[src/rtl/id_inst_buffer.sv]
// Instruction queue between IF and ID: DEPTH-entry FIFO of {pc, inst} pairs with
// flush and taken-branch squash that preserves exactly one delay-slot instruction.
module id_inst_buffer #(
  parameter  int DEPTH  = 4,
  parameter  int PC_W   = 32,
  parameter  int INST_W = 32,
  localparam int PTR_W  = $clog2(DEPTH)
) (
  input  logic              clk,
  input  logic              rst,
  input  logic              flush,
  input  logic              in_valid,
  input  logic [PC_W-1:0]   in_pc,
  input  logic [INST_W-1:0] in_inst,
  output logic              in_ready,
  output logic              out_valid,
  output logic [PC_W-1:0]   out_pc,
  output logic [INST_W-1:0] out_inst,
  input  logic              out_ready,
  input  logic              br_taken,
  output logic [PTR_W:0]    count,
  output logic              ds_wait
);

  localparam logic [0:0]     NORMAL   = 1'b0;
  localparam logic [0:0]     DS_WAIT  = 1'b1;
  localparam logic [PTR_W:0] CNT_ONE  = (PTR_W+1)'(1);
  localparam logic [PTR_W:0] CNT_FULL = (PTR_W+1)'(DEPTH);
  localparam logic [PTR_W-1:0] PTR_ONE = PTR_W'(1);

  logic [PC_W-1:0]   pc_mem   [DEPTH];
  logic [INST_W-1:0] inst_mem [DEPTH];
  logic [PTR_W-1:0]  wptr, rptr, rptr_p1, rptr_p2;
  logic [0:0]        state;
  logic              push, pop, br_pop, keep_ds, wr_en;

  assign in_ready  = (count != CNT_FULL) & ~rst;
  assign out_valid = (count != '0);
  assign out_pc    = out_valid ? pc_mem[rptr]   : '0;
  assign out_inst  = out_valid ? inst_mem[rptr] : '0;
  assign ds_wait   = (state == DS_WAIT);

  assign push    = in_valid & in_ready;
  assign pop     = out_valid & out_ready;
  assign br_pop  = pop & br_taken;
  assign keep_ds = br_pop & (count > CNT_ONE);
  assign rptr_p1 = rptr + PTR_ONE;
  assign rptr_p2 = rptr_p1 + PTR_ONE;

  // Pushes that are accepted but discarded (flush, or squashed behind a delay slot) never touch storage.
  assign wr_en = push & ~flush & ~keep_ds;

  always_ff @(posedge clk) begin
    if (wr_en) begin
      pc_mem[wptr]   <= in_pc;
      inst_mem[wptr] <= in_inst;
    end
  end

  always_ff @(posedge clk or posedge rst) begin
    if (rst) begin
      count <= '0;
      wptr  <= '0;
      rptr  <= '0;
      state <= NORMAL;
    end else if (flush) begin
      count <= '0;
      rptr  <= wptr;
      state <= NORMAL;
    end else if (br_pop) begin
      if (keep_ds) begin
        // Delay slot sits right behind the branch; truncate the queue after it.
        rptr  <= rptr_p1;
        wptr  <= rptr_p2;
        count <= CNT_ONE;
      end else if (push) begin
        rptr  <= wptr;
        wptr  <= wptr + PTR_ONE;
        count <= CNT_ONE;
      end else begin
        rptr  <= rptr_p1;
        count <= '0;
        state <= DS_WAIT;
      end
    end else begin
      if (push) wptr <= wptr + PTR_ONE;
      if (pop)  rptr <= rptr_p1;
      if (push && !pop)      count <= count + CNT_ONE;
      else if (pop && !push) count <= count - CNT_ONE;
      if (push) state <= NORMAL;
    end
  end

endmodule

[config.mk]
export PLATFORM = sky130hd
export DESIGN_NAME = id_inst_buffer
export DESIGN_NICKNAME = d
export VERILOG_FILES = /design/src/rtl/id_inst_buffer.sv
export SDC_FILE = /design/constraint.sdc
export NUM_CORES = 1
export LEC_CHECK = 0
export BUFFER_PORTS_ARGS = -buffer_cell sky130_fd_sc_hd__buf_4
export CORE_ASPECT_RATIO = 0.5
export CORE_MARGIN = 8
export CORE_UTILIZATION = 50
export CTS_CLUSTER_SIZE = 30
export DETAILED_ROUTE_END_ITERATION = 8
export MAX_ROUTING_LAYER = met4
export PLACE_DENSITY = 0.74
export SETUP_SLACK_MARGIN = 0.5
export SYNTH_ARGS = -nofsm -noshare
export SYNTH_HDL_FRONTEND = slang
export SYNTH_SLANG_ARGS = --single-unit
[constraint.sdc]
create_clock -name clk -period 6.4 [get_ports clk]
set_clock_uncertainty 0.1 [all_clocks]
set_input_delay 1.92 -clock clk [delete_from_list [all_inputs] [get_ports clk]]
set_output_delay 1.92 -clock clk [all_outputs]
set_load 0.03 [all_outputs]
# [After elaboration in Yosys (flattened, before gate mapping)]
# Memories as Yosys holds them, arrays and structs flattened.
# Cells that the tools add are included.
[word_totals] register_bits=8 latchBits=0 ramBits=256 rom_bits=0 out_inout_bits=70 word_cells=57 mem_count=2
[classes] add_sub_neg=5 n_mul=0 div_mod_pow=0 order_cmp=1 n_eq_ne=3 shift=0 n_mux=23 bitwise=10 reduce_logical=9
[mem_list] memory="inst_mem" depth=4 width=32 read_ports=1 rd_ports_with_merged_regs=0 wr=1 line="32" text="logic [INST_W-1:0] inst_mem [DEPTH];"
[mem_list] memory="pc_mem" depth=4 width=32 read_ports=1 rd_ports_with_merged_regs=0 wr=1 line="31" text="logic [PC_W-1:0] pc_mem [DEPTH];"
[op_table] cell="32-bit 2-to-1 mux" count=2
[op_table] cell="2-bit 2-to-1 mux" count=8
[op_table] cell="3-bit 2-to-1 mux" count=4
[op_table] cell="1-bit 2-to-1 mux" count=9
[op_table] cell="3-bit != test (second input constant)" count=3
[op_table] cell="3-bit nonzero test" count=3
[op_table] cell="1-bit bitwise AND" count=7
[op_table] cell="2-bit by 1-bit adder with 2-bit output (second input constant)" count=3
[op_table] cell="4-bit nonzero test" count=1
[op_table] cell="3-bit by 1-bit adder with 3-bit output (second input constant)" count=1
[op_table] cell="3-bit by 1-bit > comparator with 1-bit output (second input constant)" count=1
[op_table] cell="1-bit inverter" count=3
[op_table] cell="3-bit AND reduction" count=1
[op_table] cell="3-bit by 1-bit subtractor with 3-bit output (second input constant)" count=1
[op_table] cell="1-bit logical AND" count=2
[op_table] cell="1-bit logical NOT" count=2

# [Depth between registers and ports, before layout]
[depth] ltp_word=9 mapped_depth=8 depth_no_buf=7

# [Worst setup path after synthesis]
# Ideal clock, no wire load.
[synth_path] path_kind="input-to-reg" startpoint="in rst" endpoint="mem inst_mem[0][0], enable pin" setup_time_ns=0.578 arrival_time_ns=7.155 required_ns=5.722 slack_ns=-1.433 path_stages=4 path_cell_list="a21o_4 inv_4 nand3_1 nor3b_1"
[synth_via] elab_chain_cells=7
[synth_rtl] item="start, declared" line="10" text="input logic rst,"
[synth_rtl] item="1-bit inverter" line="37" text="assign in_ready = (count != CNT_FULL) & ~rst;"
[synth_rtl] item="1-bit bitwise AND" line="37"
[synth_rtl] item="via in_ready" line="15" text="output logic in_ready,"
[synth_rtl] item="1-bit bitwise AND" line="43" text="assign push = in_valid & in_ready;"
[synth_rtl] item="1-bit bitwise AND (2 in series)" line="51" text="assign wr_en = push & ~flush & ~keep_ds;"
[synth_rtl] item="1-bit 2-to-1 mux" line="54" text="if (wr_en) begin"
[synth_rtl] item="1-bit 2-to-1 mux (not written as such)" line="56" text="inst_mem[wptr] <= in_inst;"
[synth_rtl] item="end, declared" line="32"
# The timed path passes the listed nets, and every way through them passes these cells.

# [Final worst setup path]
[layout_path] startpoint="reg rptr[0]" endpoint="out out_inst[9]"
[layout_via] elab_chain_cells=2
[layout_rtl] item="start, declared" line="33" text="logic [PTR_W-1:0] wptr, rptr, rptr_p1, rptr_p2;"
[layout_rtl] item="start signal, assigned" line="68" text="rptr <= wptr;"
[layout_rtl] item="start signal, assigned" line="73" text="rptr <= rptr_p1;"
[layout_rtl] item="start signal, assigned" line="77" text="rptr <= wptr;"
[layout_rtl] item="memory 4 x 32 bit"
[layout_rtl] item="32-bit 2-to-1 mux" line="40" text="assign out_inst = out_valid ? inst_mem[rptr] : '0;"
[layout_rtl] item="end, declared" line="18" text="output logic [INST_W-1:0] out_inst,"
# No other way between the ends.

==> results.ini <==
[clocking]
ctsHoldBuffers=0
clkSinkCount=264
cts_root_buf=clkbuf_16
post-cts-setup-buffers=0
ctsResizeCount=0
tritoncts.num_buffers=23
cts.clk_slew.worst_paths_ns=0.07
cts_htree_levels=1
clockBufferDepth=3
clock_latency_ns=0.50
cts_tree=built

[setup_path]
critPathMaxFanout=30
cp.required_ns=4.38
critPathArrivalTime_ns=2.83
max_stage_delay_ns=0.81
crit_family=flip-flops
worst-r2r-setup-slack_ns=3.00
reg2reg_depth=8
crit_path_top_delay_cell=dfrtp_4
start_kind=flip-flop
critPathBufInv=2
crit_top_cell=buf_4
cp.depth=4
worstSetupPathType=reg -> out
cp-end-kind=primary output
r2r-end=pc_mem[3][26]
worstPathCellList=buf_4 -> mux4_2 -> and2_1 -> buf_4
r2r-start=count[0]

[floorplan]
core_um2=20500
die_x_um=220
die_h_um=118
rows=37
io_pins=140
initial_core_util=0.509
die_area_um2=26000

[finish]
final_nets=717
final_cell_count_no_fill=927
area_delta_synth_final_pct=19.8
ff_latch_area_um2=7900
multiInputGateArea_um2=2380
drive_above_1_share=0.394
nFillCells=1475
post-route-util=0.610
num_antenna_cells=0

[synthesis]
synth_largest_area_cell=edfxtp_1
ys_async_sr_fraction=0.0303
synth_top_flop_cell=edfxtp_1
synth-seq-cells=264
ys_types=43
ys_top_cells_by_area=edfxtp_1 (74%), mux4_2 (14%), and2_1 (3.8%)
yosysTopAreaCellShare=0.737
syn_area_um2=10400
syn_area_per_cell_um2=21.3
synth-warning-count=0
syn_nets=569
netlist_instances=491
synth_seq_area_share=0.756
synth-edff-count=256

[grt]
groute.usage.overall=0.158
grt_pass1_vias=5555
overflow=0
antenna_found_initial=0
grt_start_max_net_pins=74
grt_pass1_wl_mm=31.2

[power_and_ir_drop]
leakagePower_nw=4.34
power.density_nw_per_um2=429
max-vdd-ir-drop_mv=0.291

[hold_path]
min_path_type=reg -> reg
hold_end=ds_wait
hp-start=ds_wait
worstHoldPathCells=2

[sta]
worstMarginPinSlew_ns=1.05
maxSlewViolCount=0
final-setup-viol-count=0
holdWs_ns=0.464
max_freq_mhz=206
tns_ns=0
period_share=0.758
final_hold_viol_count=0
min_period_ns=4.85
rsz0062_at_grt=no
relSlewSlack=0.297

[detailed_routing]
drt-initial-drc-count=276
antenna_left=0
drt_wl_total_mm=20.1
wire_per_inst_um=21.7
drc=0
drt_pre_antenna_iters=4
via_count=5074
avgViaCountPerCell=5.47

[placed_design]
dp.cells=887
place_congestion=0.773
portBuffers=139
dp_hpwl_mm=12.1

[status]
status=complete, no violations

[job]
max_cap_viol_count=0

## where the power goes
group | total (mW) | leakage (nW) | internal [mW] | switching [mW]
sequential | 2.19 | 2.41 | 2.01 | 0.183
clock | 1.36 | 0.356 | 0.781 | 0.580
combinational | 1.81 | 1.58 | 0.821 | 0.987
total | 5.36 | 4.34 | 3.61 | 1.75
## flip-flops by register name (all words and copies together), names as in the netlist
register / count
count: 3
inst_mem: 128
wptr: 2
rptr: 2
ds_wait: 1
pc_mem: 128
## routing by layer
layer	global-route usage	routed length, um	part of all wire
met1	0.200	8800	0.44
met2	0.265	10100	0.50
met3	0.0293	847	0.042
met4	0.0338	346	0.017
met5	-	0	0
## synth_stat cells, types with 2 or more instances
master	instances
a211oi_1	2
a21oi_1	6
a22oi_1	2
and2_1	64
buf_2	7
buf_6	5
clkbuf_1	13
dfrtp_1	8
edfxtp_1	256
ha_1	8
inv_1	9
inv_4	2
mux2i_1	3
mux4_2	64
nand2_2	2
nand3_1	3
nand4_1	3
nor3_1	2
nor3b_1	4
nor4_1	2
o2111ai_1	2
o21ai_1	3
## metrics by stage
stage / power (mW) / cell area, um^2 / setup slack (ns)
after floorplan: 3.47 / 10400 / -1.43
after global placement: 4.07 / 11800 / 1.88
after detailed placement: 4.08 / 11800 / 1.87
after CTS: 5.45 / 12500 / 1.45
after global routing: 5.60 / 12500 / 1.34
final: 5.36 / 12500 / 1.55
## layout by cell type (no fill, tap or decap), drive strengths merged, types with 3 or more instances in the layout
| master | count |
|---|---|
| clkinv | 8 |
| nor4 | 3 |
| and2 | 64 |
| buf | 149 |
| ha | 8 |
| nand3 | 3 |
| dfrtp | 8 |
| mux2i | 3 |
| o21ai | 3 |
| nor3b | 4 |
| mux4 | 64 |
| edfxtp | 256 |
| a21oi | 6 |
| bufinv | 3 |
| nand4 | 3 |
| o2111ai | 3 |
| nand2 | 3 |
| inv | 12 |
| clkbuf | 28 |
## cell families after synthesis
group,after synthesis,synth area share
buf+inv,37,0.0182
xor+xnor,1,0.000839
simple gates,91,0.0557
mux,67,0.141
flops,264,0.756
fa+ha+maj,8,0.00959
compound gates,23,0.0189
## worst min-delay path, cell delays in order (launching register included)
cell,delay (ns)
dfrtp_1,0.38
o21ai_1,0.07
a21oi_1,0.07
## how the worst max path moves through the flow
stage,slack [ns],startpoint,to
4_1_cts,1.45,rptr[0],out_inst[13]
5_1_grt,1.34,rptr[0],out_inst[9]
3_5_place_dp,1.87,rst,in_ready
3_3_place_gp,1.88,rst,in_ready
6_report,1.55,rptr[0],out_inst[9]
2_1_floorplan,-1.43,rst,inst_mem[0][0]
## area by class of cell
type	instances	share of cell area
tap	273	0.0273
inverter	11	0.00370
sequential	264	0.631
clock inverter	12	0.0106
clock buffer	28	0.0475
multi-input combinational	190	0.190
timing repair buffer	149	0.0894
Power figures use the tool's default switching activity.
